[src/rtl/path_delay_shaper.sv]
// path_delay_shaper: cycle-based (in => out) = (rise, fall) path delay.
// Each sampled input edge is timestamped and queued. It retires to the
// output once its due time is reached. Narrow pulses are removed (reject
// band) or propagated with out_x set (error band). An edge pair that would
// reorder at the output is cancelled.
module path_delay_shaper #(
  parameter int RISE_DLY   = 4,
  parameter int FALL_DLY   = 6,
  parameter int REJECT_LIM = 2,
  parameter int ERROR_LIM  = 3,
  parameter int DEPTH      = 8,
  parameter int CNT_W      = 8
) (
  input  logic clk,
  input  logic rst,
  input  logic in_sig,
  output logic out_sig,
  output logic out_x,
  output logic cancel_pulse,
  output logic busy,
  output logic ovf
);

  localparam int PTR_W = (DEPTH > 1) ? $clog2(DEPTH) : 1;

  localparam logic [CNT_W-1:0] RISE_C   = CNT_W'(RISE_DLY);
  localparam logic [CNT_W-1:0] FALL_C   = CNT_W'(FALL_DLY);
  localparam logic [CNT_W-1:0] REJ_C    = CNT_W'(REJECT_LIM);
  localparam logic [CNT_W-1:0] ERR_C    = CNT_W'(ERROR_LIM);
  localparam logic [CNT_W-1:0] NOW_ONE  = CNT_W'(1);
  localparam logic [PTR_W-1:0] PTR_ONE  = PTR_W'(1);
  localparam logic [PTR_W-1:0] PTR_LAST = PTR_W'(DEPTH - 1);
  localparam logic [PTR_W:0]   CNT_ONE  = (PTR_W + 1)'(1);
  localparam logic [PTR_W:0]   CNT_FULL = (PTR_W + 1)'(DEPTH);

  // Circular pointer arithmetic; the pointers wrap at DEPTH, which need
  // not be a power of two.
  function automatic logic [PTR_W-1:0] ptr_inc(input logic [PTR_W-1:0] p);
    return (p == PTR_LAST) ? '0 : p + PTR_ONE;
  endfunction

  function automatic logic [PTR_W-1:0] ptr_dec(input logic [PTR_W-1:0] p);
    return (p == '0) ? PTR_LAST : p - PTR_ONE;
  endfunction

  // Free-running timestamp and the registered input used for edge detection.
  logic [CNT_W-1:0] now;
  logic             in_q;

  // Event queue storage. The tail pointer is the next free slot, so the most
  // recently pushed entry lives at ptr_dec(tail).
  logic             q_lvl [DEPTH];
  logic             q_err [DEPTH];
  logic [CNT_W-1:0] q_due [DEPTH];
  logic [CNT_W-1:0] q_ts  [DEPTH];
  logic [PTR_W-1:0] head;
  logic [PTR_W-1:0] tail;
  logic [PTR_W:0]   count;

  // Decision signals for the current cycle.
  logic             edge_seen;
  logic             nonempty;
  logic             full;
  logic [PTR_W-1:0] last;
  logic [CNT_W-1:0] cand_due;
  logic [CNT_W-1:0] w;
  logic [CNT_W-1:0] cand_lead;
  logic [CNT_W-1:0] tail_lead;
  logic             want_push;
  logic             do_push;
  logic             do_drop;
  logic             do_mark;
  logic             do_cancel;
  logic             do_retire;
  logic [PTR_W:0]   count_nxt;

  // Classify the incoming edge against the newest queued edge, and find out
  // whether the oldest entry is due this cycle.
  always_comb begin
    edge_seen = in_sig ^ in_q;
    nonempty  = (count != '0);
    full      = (count == CNT_FULL);
    last      = ptr_dec(tail);
    cand_due  = now + (in_sig ? RISE_C : FALL_C);
    w         = now - q_ts[last];
    // Distances to the output edge are compared relative to now, so they
    // stay correct across timestamp wrap.
    cand_lead = cand_due - now;
    tail_lead = q_due[last] - now;
    want_push = 1'b0;
    do_mark   = 1'b0;
    do_cancel = 1'b0;
    if (edge_seen) begin
      if (!nonempty) begin
        want_push = 1'b1;
      end else if (w < REJ_C) begin
        do_cancel = 1'b1;
      end else if (cand_lead <= tail_lead) begin
        do_cancel = 1'b1;
      end else begin
        want_push = 1'b1;
        do_mark   = (w < ERR_C);
      end
    end
    do_push   = want_push && !full;
    do_drop   = want_push && full;
    // The tail is only marked when its closing edge actually enters the queue.
    do_mark   = do_mark && !full;
    do_retire = nonempty && (q_due[head] == now);
    count_nxt = count;
    if (do_push)   count_nxt = count_nxt + CNT_ONE;
    if (do_retire) count_nxt = count_nxt - CNT_ONE;
    if (do_cancel) count_nxt = count_nxt - CNT_ONE;
  end

  // Control state: timestamp, pointers, occupancy and the registered outputs.
  always_ff @(posedge clk or posedge rst) begin
    if (rst) begin
      now          <= '0;
      in_q         <= 1'b0;
      head         <= '0;
      tail         <= '0;
      count        <= '0;
      busy         <= 1'b0;
      out_sig      <= 1'b0;
      out_x        <= 1'b0;
      cancel_pulse <= 1'b0;
      ovf          <= 1'b0;
    end else begin
      now          <= now + NOW_ONE;
      in_q         <= in_sig;
      count        <= count_nxt;
      busy         <= (count_nxt != '0);
      cancel_pulse <= do_cancel;
      if (do_drop) ovf <= 1'b1;
      if (do_push) tail <= ptr_inc(tail);
      if (do_cancel) tail <= last;
      if (do_retire) begin
        head    <= ptr_inc(head);
        out_sig <= q_lvl[head];
        out_x   <= q_err[head];
      end
    end
  end

  // Queue payload; the entries carry no reset because occupancy is tracked
  // by the pointers and count.
  always_ff @(posedge clk) begin
    if (do_push) begin
      q_lvl[tail] <= in_sig;
      q_err[tail] <= 1'b0;
      q_due[tail] <= cand_due;
      q_ts[tail]  <= now;
    end
    if (do_mark) q_err[last] <= 1'b1;
  end

endmodule
[config.mk]
export PLATFORM = sky130hd
export DESIGN_NAME = path_delay_shaper
export DESIGN_NICKNAME = d
export VERILOG_FILES = /design/src/rtl/path_delay_shaper.sv
export SDC_FILE = /design/constraint.sdc
export NUM_CORES = 1
export LEC_CHECK = 0
export CAP_MARGIN = 20
export CORE_ASPECT_RATIO = 0.7
export CORE_MARGIN = 8
export CORE_UTILIZATION = 63
export CTS_CLUSTER_DIAMETER = 80
export DETAILED_ROUTE_END_ITERATION = 10
export PLACE_DENSITY = 0.78
export SLEW_MARGIN = 20
export SYNTH_ARGS = -nofsm -noshare
export SYNTH_HDL_FRONTEND = slang
export SYNTH_SLANG_ARGS = --single-unit
[constraint.sdc]
create_clock -name clk -period 8 [get_ports clk]
set_input_delay 0.8 -clock clk [delete_from_list [all_inputs] [get_ports clk]]
set_output_delay 0.8 -clock clk [all_outputs]
set_load 0.03 [all_outputs]
Yosys cells after proc, flatten, opt, wreduce, memory -nomap -nowiden
Memories as Yosys holds them, arrays and structs flattened. A register that Yosys moved wholly into a read port is not among the register bits.
Cells that the tools add are included.
{"block": "word_totals", "elab_cells": 65, "regBits": 22, "n_memories": 4, "out_inout_bits": 5, "mem_bits_rw": 144}
{"block": "op_classes", "n_lt_le_gt_ge": 3, "eq_ne": 4, "mux": 25, "reduce_logical": 9, "add_sub_neg": 11, "bitwise": 1}
{"name": "q_due", "words": 8, "word_bits": 8, "read_ports": 2, "rd_clocked_by_memory_dff": 0, "write_ports": 1, "line": "54", "source": "logic [CNT_W-1:0] q_due [DEPTH];"}
{"name": "q_ts", "words": 8, "word_bits": 8, "read_ports": 1, "rd_clocked_by_memory_dff": 0, "write_ports": 1, "line": "55", "source": "logic [CNT_W-1:0] q_ts [DEPTH];"}
{"name": "q_err", "words": 8, "word_bits": 1, "read_ports": 1, "rd_clocked_by_memory_dff": 1, "write_ports": 2, "line": "53", "source": "logic q_err [DEPTH];"}
{"name": "q_lvl", "words": 8, "word_bits": 1, "read_ports": 1, "rd_clocked_by_memory_dff": 1, "write_ports": 1, "line": "52", "source": "logic q_lvl [DEPTH];"}
{"cell": "$sub 8x8->8", "n": 3}
{"cell": "$lt 8x2->1 const B", "n": 2}
{"cell": "$mux 1", "n": 16}
{"cell": "$mux 3", "n": 5}
{"cell": "$mux 4", "n": 3}
{"cell": "$add 8x1->8 const B", "n": 1}
{"cell": "$add 8x3->8", "n": 1}
{"cell": "$eq 8x8->1", "n": 1}
{"cell": "$le 8x8->1", "n": 1}
{"cell": "$reduce_bool 4->1", "n": 2}
{"cell": "$sub 4x1->4 const B", "n": 2}
{"cell": "$add 3x1->3 const B", "n": 2}
{"cell": "$eq 3x3->1 const B", "n": 2}
{"cell": "$add 4x1->4 const B", "n": 1}
{"cell": "$eq 4x4->1 const B", "n": 1}
{"cell": "$logic_and 1x1->1", "n": 4}
{"cell": "$logic_not 3->1", "n": 1}
{"cell": "$sub 3x1->3 const B", "n": 1}
{"cell": "$mux 2", "n": 1}
{"cell": "$reduce_bool 2->1", "n": 1}
{"cell": "$logic_not 1->1", "n": 1}
{"cell": "$xor 1x1->1", "n": 1}

Longest topological paths before layout
An unclocked memory read counts as a cell.
{"block": "logic_depth", "ltp_word": 16, "mapped_depth": 36, "depth_no_buf": 33}

Worst setup path after synthesis
OpenSTA, ideal clock, no wires.
{"block": "synth_path", "kind": "reg-to-reg", "from": "reg tail[0]", "to": "reg busy", "setup_time_ns": 0.139, "t_required_ns": 7.861, "period_less_slack_ns": 6.328, "slack_ns": 1.672, "stages_incl_launch_ff": 37, "arrival_time_ns": 6.190, "n_path_buf": 4, "path_cell_list": "dfrtp_1 -> inv_1 -> ha_1 -> ha_1 -> clkbuf_1 -> or3_1 -> clkbuf_1 -> clkbuf_1 -> o22ai_1 -> nor2_1 -> and2_1 -> inv_1 -> ha_1 -> nor2b_1 -> o21ai_0 -> nand2b_1 -> and2_1 -> o21ai_0 -> nand2b_1 -> a21o_1 -> a21oi_1 -> xnor2_1 -> ha_1 -> nand4_1 -> o22ai_1 -> nor3_1 -> a21oi_1 -> a21oi_2 -> buf_6 -> xnor2_1 -> ha_1 -> mux2_2 -> ha_1 -> nand2_1 -> xnor2_1 -> xnor2_1 -> or4_1"}
{"block": "synth_between", "elab_chain_len": 16, "elab_cells_between_ends": 24, "classes_between": "add/sub (5); order compare (2); mux (12); reduce/logical (3); memory (2)"}
{"element": "start: declaration", "line": "57", "source": "logic [PTR_W-1:0] tail;"}
{"element": "start signal: assignment", "line": "136", "source": "if (do_push) tail <= ptr_inc(tail);"}
{"element": "start signal: assignment", "line": "137", "source": "if (do_cancel) tail <= last;"}
{"element": "$sub 3x1->3 / $logic_not 3->1 (equally long branches)", "line": "43", "source": "return (p == '0) ? PTR_LAST : p - PTR_ONE;"}
{"element": "$mux 3 (*)", "line": "43"}
{"element": "$mem_v2 8x8"}
{"element": "$sub 8x8->8", "line": "89", "source": "tail_lead = q_due[last] - now;"}
{"element": "$le 8x8->1", "line": "98", "source": "end else if (cand_lead <= tail_lead) begin"}
{"element": "$mux 1", "line": "98"}
{"element": "$mux 1", "line": "96", "source": "end else if (w < REJ_C) begin"}
{"element": "$mux 1", "line": "94", "source": "if (!nonempty) begin"}
{"element": "$mux 1", "line": "93", "source": "if (edge_seen) begin"}
{"element": "$logic_and 1x1->1", "line": "105", "source": "do_push = want_push && !full;"}
{"element": "$mux 4", "line": "111", "source": "if (do_push) count_nxt = count_nxt + CNT_ONE;"}
{"element": "$sub 4x1->4", "line": "112", "source": "if (do_retire) count_nxt = count_nxt - CNT_ONE;"}
{"element": "$mux 4", "line": "112"}
{"element": "$sub 4x1->4", "line": "113", "source": "if (do_cancel) count_nxt = count_nxt - CNT_ONE;"}
{"element": "$mux 4 (*)", "line": "113"}
{"element": "net count_nxt[2]", "line": "75", "source": "logic [PTR_W:0] count_nxt;"}
{"element": "$reduce_bool 4->1 (*)", "line": "133", "source": "busy <= (count_nxt != '0);"}
{"element": "end signal: assignment", "line": "133"}
{"element": "end: declaration", "line": "20", "source": "output logic busy,"}
Mark *: on every way through the listed nets, which the timed path passes. The rest lies on a longest branch.
A chain may end at the register's enable or synchronous reset.

Final worst setup path
{"block": "layout_path", "from": "reg tail[1]", "to": "reg busy"}
Same word-level chain as after synthesis.

==> results.json <==
{
  "chipWidth_um": 151.5,
  "crit_path_top_delay_cell": "or3_1",
  "detailedRoute.firstIterationViolations": 668,
  "design.die.area_mm2": 0.01679,
  "finalMaxSlewViolations": 0,
  "leakage_nw": 3.315,
  "detailedPlace.worstSlack_ns": 0.6807,
  "sequential_cell_area_mm2": 0.004604,
  "worstPathRequired_ns": 8.29,
  "wire_per_inst_um": 24.98,
  "startpoint_type": "flip-flop",
  "hold_fix_buffer_count_after_cts": 0,
  "setup_repair_after_global_routing_missed_its_margin": "no",
  "crit_top_cell": "ha_1",
  "num_antenna_cells": 0,
  "setup.reg_to_reg.worst_slack_ns": 0.51,
  "cp-endpoint": "busy",
  "async_reset_ff_frac": 0.1500,
  "htree_levels": 4,
  "dp.final_hpwl_um": 13650,
  "wirelength_um": 20580,
  "ys_types": 68,
  "total_number_of_vias": 5479,
  "power_density_over_cell_area_mw_per_mm2": 447.5,
  "postCtsSetupBuffers": 0,
  "grt_pass1_vias": 5523,
  "fp.dieH_um": 110.8,
  "grt_first_pass_wirelength_um": 32000,
  "crit_arrival_ns": 7.78,
  "syn_avg_cell_area_um2": 12.95,
  "nNetsFinal": 693,
  "synthToLayoutAreaGrowth_pct": 11.87,
  "num_io_pins": 8,
  "relSlewSlack": 0.3189,
  "yosys_most_used_dff": "edfxtp_1",
  "path_max_fanout": 12,
  "post_cts.resized_instances": 0,
  "synth-warning-count": 0,
  "synth_seq_cells": 160,
  "netlist_area_mm2": 0.008095,
  "number_of_buffers_inserted_during_clock_tree_synthesis": 17,
  "floorplan.initialDensity": 0.6495,
  "r2r_cells": 31,
  "finalSetupTns_ns": 0,
  "cell_row_count": 34,
  "core_area_mm2": 0.01246,
  "final.setup_skew_ns": 0.008727,
  "post_route_cells_drive_above_1_share": 0.1435,
  "achievable-frequency_mhz": 133.5,
  "timing.critical_path.from": "tail[1]",
  "postLayoutCoreUtil": 0.7266,
  "finalSetupViolations": 0,
  "crit-reg2reg-capture": "busy",
  "synth-seq-area-share": 0.5688,
  "ir_worst_vdd_mv": 0.3932,
  "timing.final.crit_share": 0.9362,
  "tritoncts": "done",
  "critPathMaxStageDelay_ns": 0.63,
  "edff_count_synth": 128,
  "finalWorstPathRequiredPeriod_ns": 7.490,
  "critical_path_depth": 31,
  "insertion_delay_ns": 0.42,
  "antenna_found_initial": 0,
  "path_clk_slew_ns": 0.06,
  "synthCells": 625,
  "clk_path_buf_depth": 2,
  "regToRegStartpoint": "tail[1]",
  "globalRoute.totalOverflow": 0,
  "finalHoldViolCount": 0,
  "finish.instance_area_mm2": 0.009056,
  "drc": 0,
  "numPortBuffers": 7,
  "number_of_max_capacitance_violations_reported": 0,
  "worst_pin_slew_ns": 1.022,
  "ant_nets": 0,
  "outcome": "completed",
  "timing.critical_path.max_delay_family": "simple AND/OR/NAND/NOR gates",
  "timing.critical_path.to_type": "flip-flop",
  "clock-root-buffer": "clkbuf_16",
  "synthesis.nets": 669,
  "critical_path_buf_inv_count": 2,
  "clkSinkCount": 160,
  "detailedRoute.firstPassIterationCount": 5,
  "postPlaceCellArea_mm2": 0.008424,
  "fin_ws_ns": 0.5104,
  "nFillCells": 797,
  "worst-setup-path-type": "flip-flop to flip-flop",
  "globalplace.congestion": 0.9696,
  "pin_count_of_the_biggest_net_entering_global_routing": 25,
  "multi_input_area_mm2": 0.003269,
  "all_layer_gr_usage": 0.2574,
  "min-delay-path-class": "flip-flop to flip-flop",
  "avgViaCountPerCell": 6.649
}
cells by family (layout without fill, tap and decap cells):
family / count (synthesis) / after routing / synth area share
compound gates: 136 / 136 / 0.1119
xor+xnor: 45 / 45 / 0.04869
fa+ha+maj: 41 / 41 / 0.06522
buf+inv: 57 / 94 / 0.02859
flops: 160 / 160 / 0.5688
mux: 39 / 39 / 0.08068
simple gates: 147 / 147 / 0.09614
how the worst min path moves through the flow:
| stage | cells past startpoint | slack [ns] | startpoint | end |
|---|---|---|---|---|
| detailed placement | 2 | 0.47 | ovf | ovf |
| floorplan | 2 | 0.43 | q_err[1] | q_err[1] |
| finish | 2 | 0.47 | q_err[0] | q_err[0] |
| CTS | 2 | 0.48 | q_err[0] | q_err[0] |
| global placement | 2 | 0.44 | q_err[0] | q_err[0] |
| global route | 2 | 0.49 | q_err[0] | q_err[0] |
Yosys cell counts, types with 5 or more instances:
cell / n / area share
nor3_1: 10 / 0.0062
and2_1: 5 / 0.0039
inv_1: 33 / 0.015
xnor2_1: 26 / 0.028
mux4_2: 20 / 0.056
nand4_1: 7 / 0.0054
dfxtp_1: 8 / 0.020
edfxtp_1: 128 / 0.47
nand2_1: 31 / 0.014
xor2_1: 19 / 0.021
clkbuf_1: 16 / 0.0074
nor2_1: 43 / 0.020
o22a_1: 9 / 0.0097
o21ai_0: 32 / 0.020
a21o_1: 5 / 0.0046
o221ai_1: 10 / 0.011
a21oi_1: 17 / 0.011
nand2b_1: 6 / 0.0046
mux2_2: 6 / 0.0083
ha_1: 39 / 0.060
nand3_1: 13 / 0.0080
mux2i_1: 12 / 0.015
o22ai_1: 41 / 0.032
dfrtp_1: 24 / 0.074
report_power, final:
part | total, mW | switching, mW | leakage [nW] | internal [mW]
logic | 2.22 | 1.30 | 1.49 | 0.915
registers | 1.00 | 0.0502 | 1.53 | 0.952
clock network | 0.832 | 0.330 | 0.290 | 0.502
tightest hold or removal path, stage by stage (launching register included):
cell and delay (ns):
dfxtp_1 0.31, inv_1 0.05, o22ai_1 0.06
metal layers:
metal	track usage	up-vias	wire, µm
met5	0	-	0
met4	0.07298	0	342
met3	0.07055	30	2113
met2	0.3770	281	9291
met1	0.3677	2727	8832
li1	-	2441	-
metrics by stage:
stage | hold slack, ns | power (mW) | instances
final | 0.4706 | 4.052 | 824
after CTS | 0.4831 | 4.004 | 823
after detailed placement | 0.4675 | 3.127 | 791
after floorplan | 0.4258 | 2.582 | 625
after global placement | 0.4431 | 3.072 | 791
after global routing | 0.4914 | 4.297 | 824
layout by cell type (no fill, tap or decap), types with 10 or more instances in the layout:
cell type,count
o22ai_1,41
mux4_2,20
a21oi_1,17
mux2i_1,12
o21ai_0,32
nand3_1,13
nor2_1,43
buf_4,20
o221ai_1,10
dfrtp_1,24
xnor2_1,26
edfxtp_1,128
xor2_1,19
ha_1,39
clkbuf_16,17
inv_1,32
nand2_1,31
state kept, by name, indices dropped and copies added (netlist names), 3 cells and up:
register  cells
count         4
head          3
now           8
q_due        64
q_err         8
q_lvl         8
q_ts         56
tail          3
layout make-up:
| cell class | instances | share of cell area |
|---|---|---|
| clock inverter | 12 | 0.01741 |
| inverter | 34 | 0.01409 |
| multi-input combinational | 408 | 0.3610 |
| sequential | 160 | 0.5084 |
| timing repair buffer | 28 | 0.02736 |
| tap | 162 | 0.02238 |
| clock buffer | 20 | 0.04932 |
(Power assumes the default switching activity.)
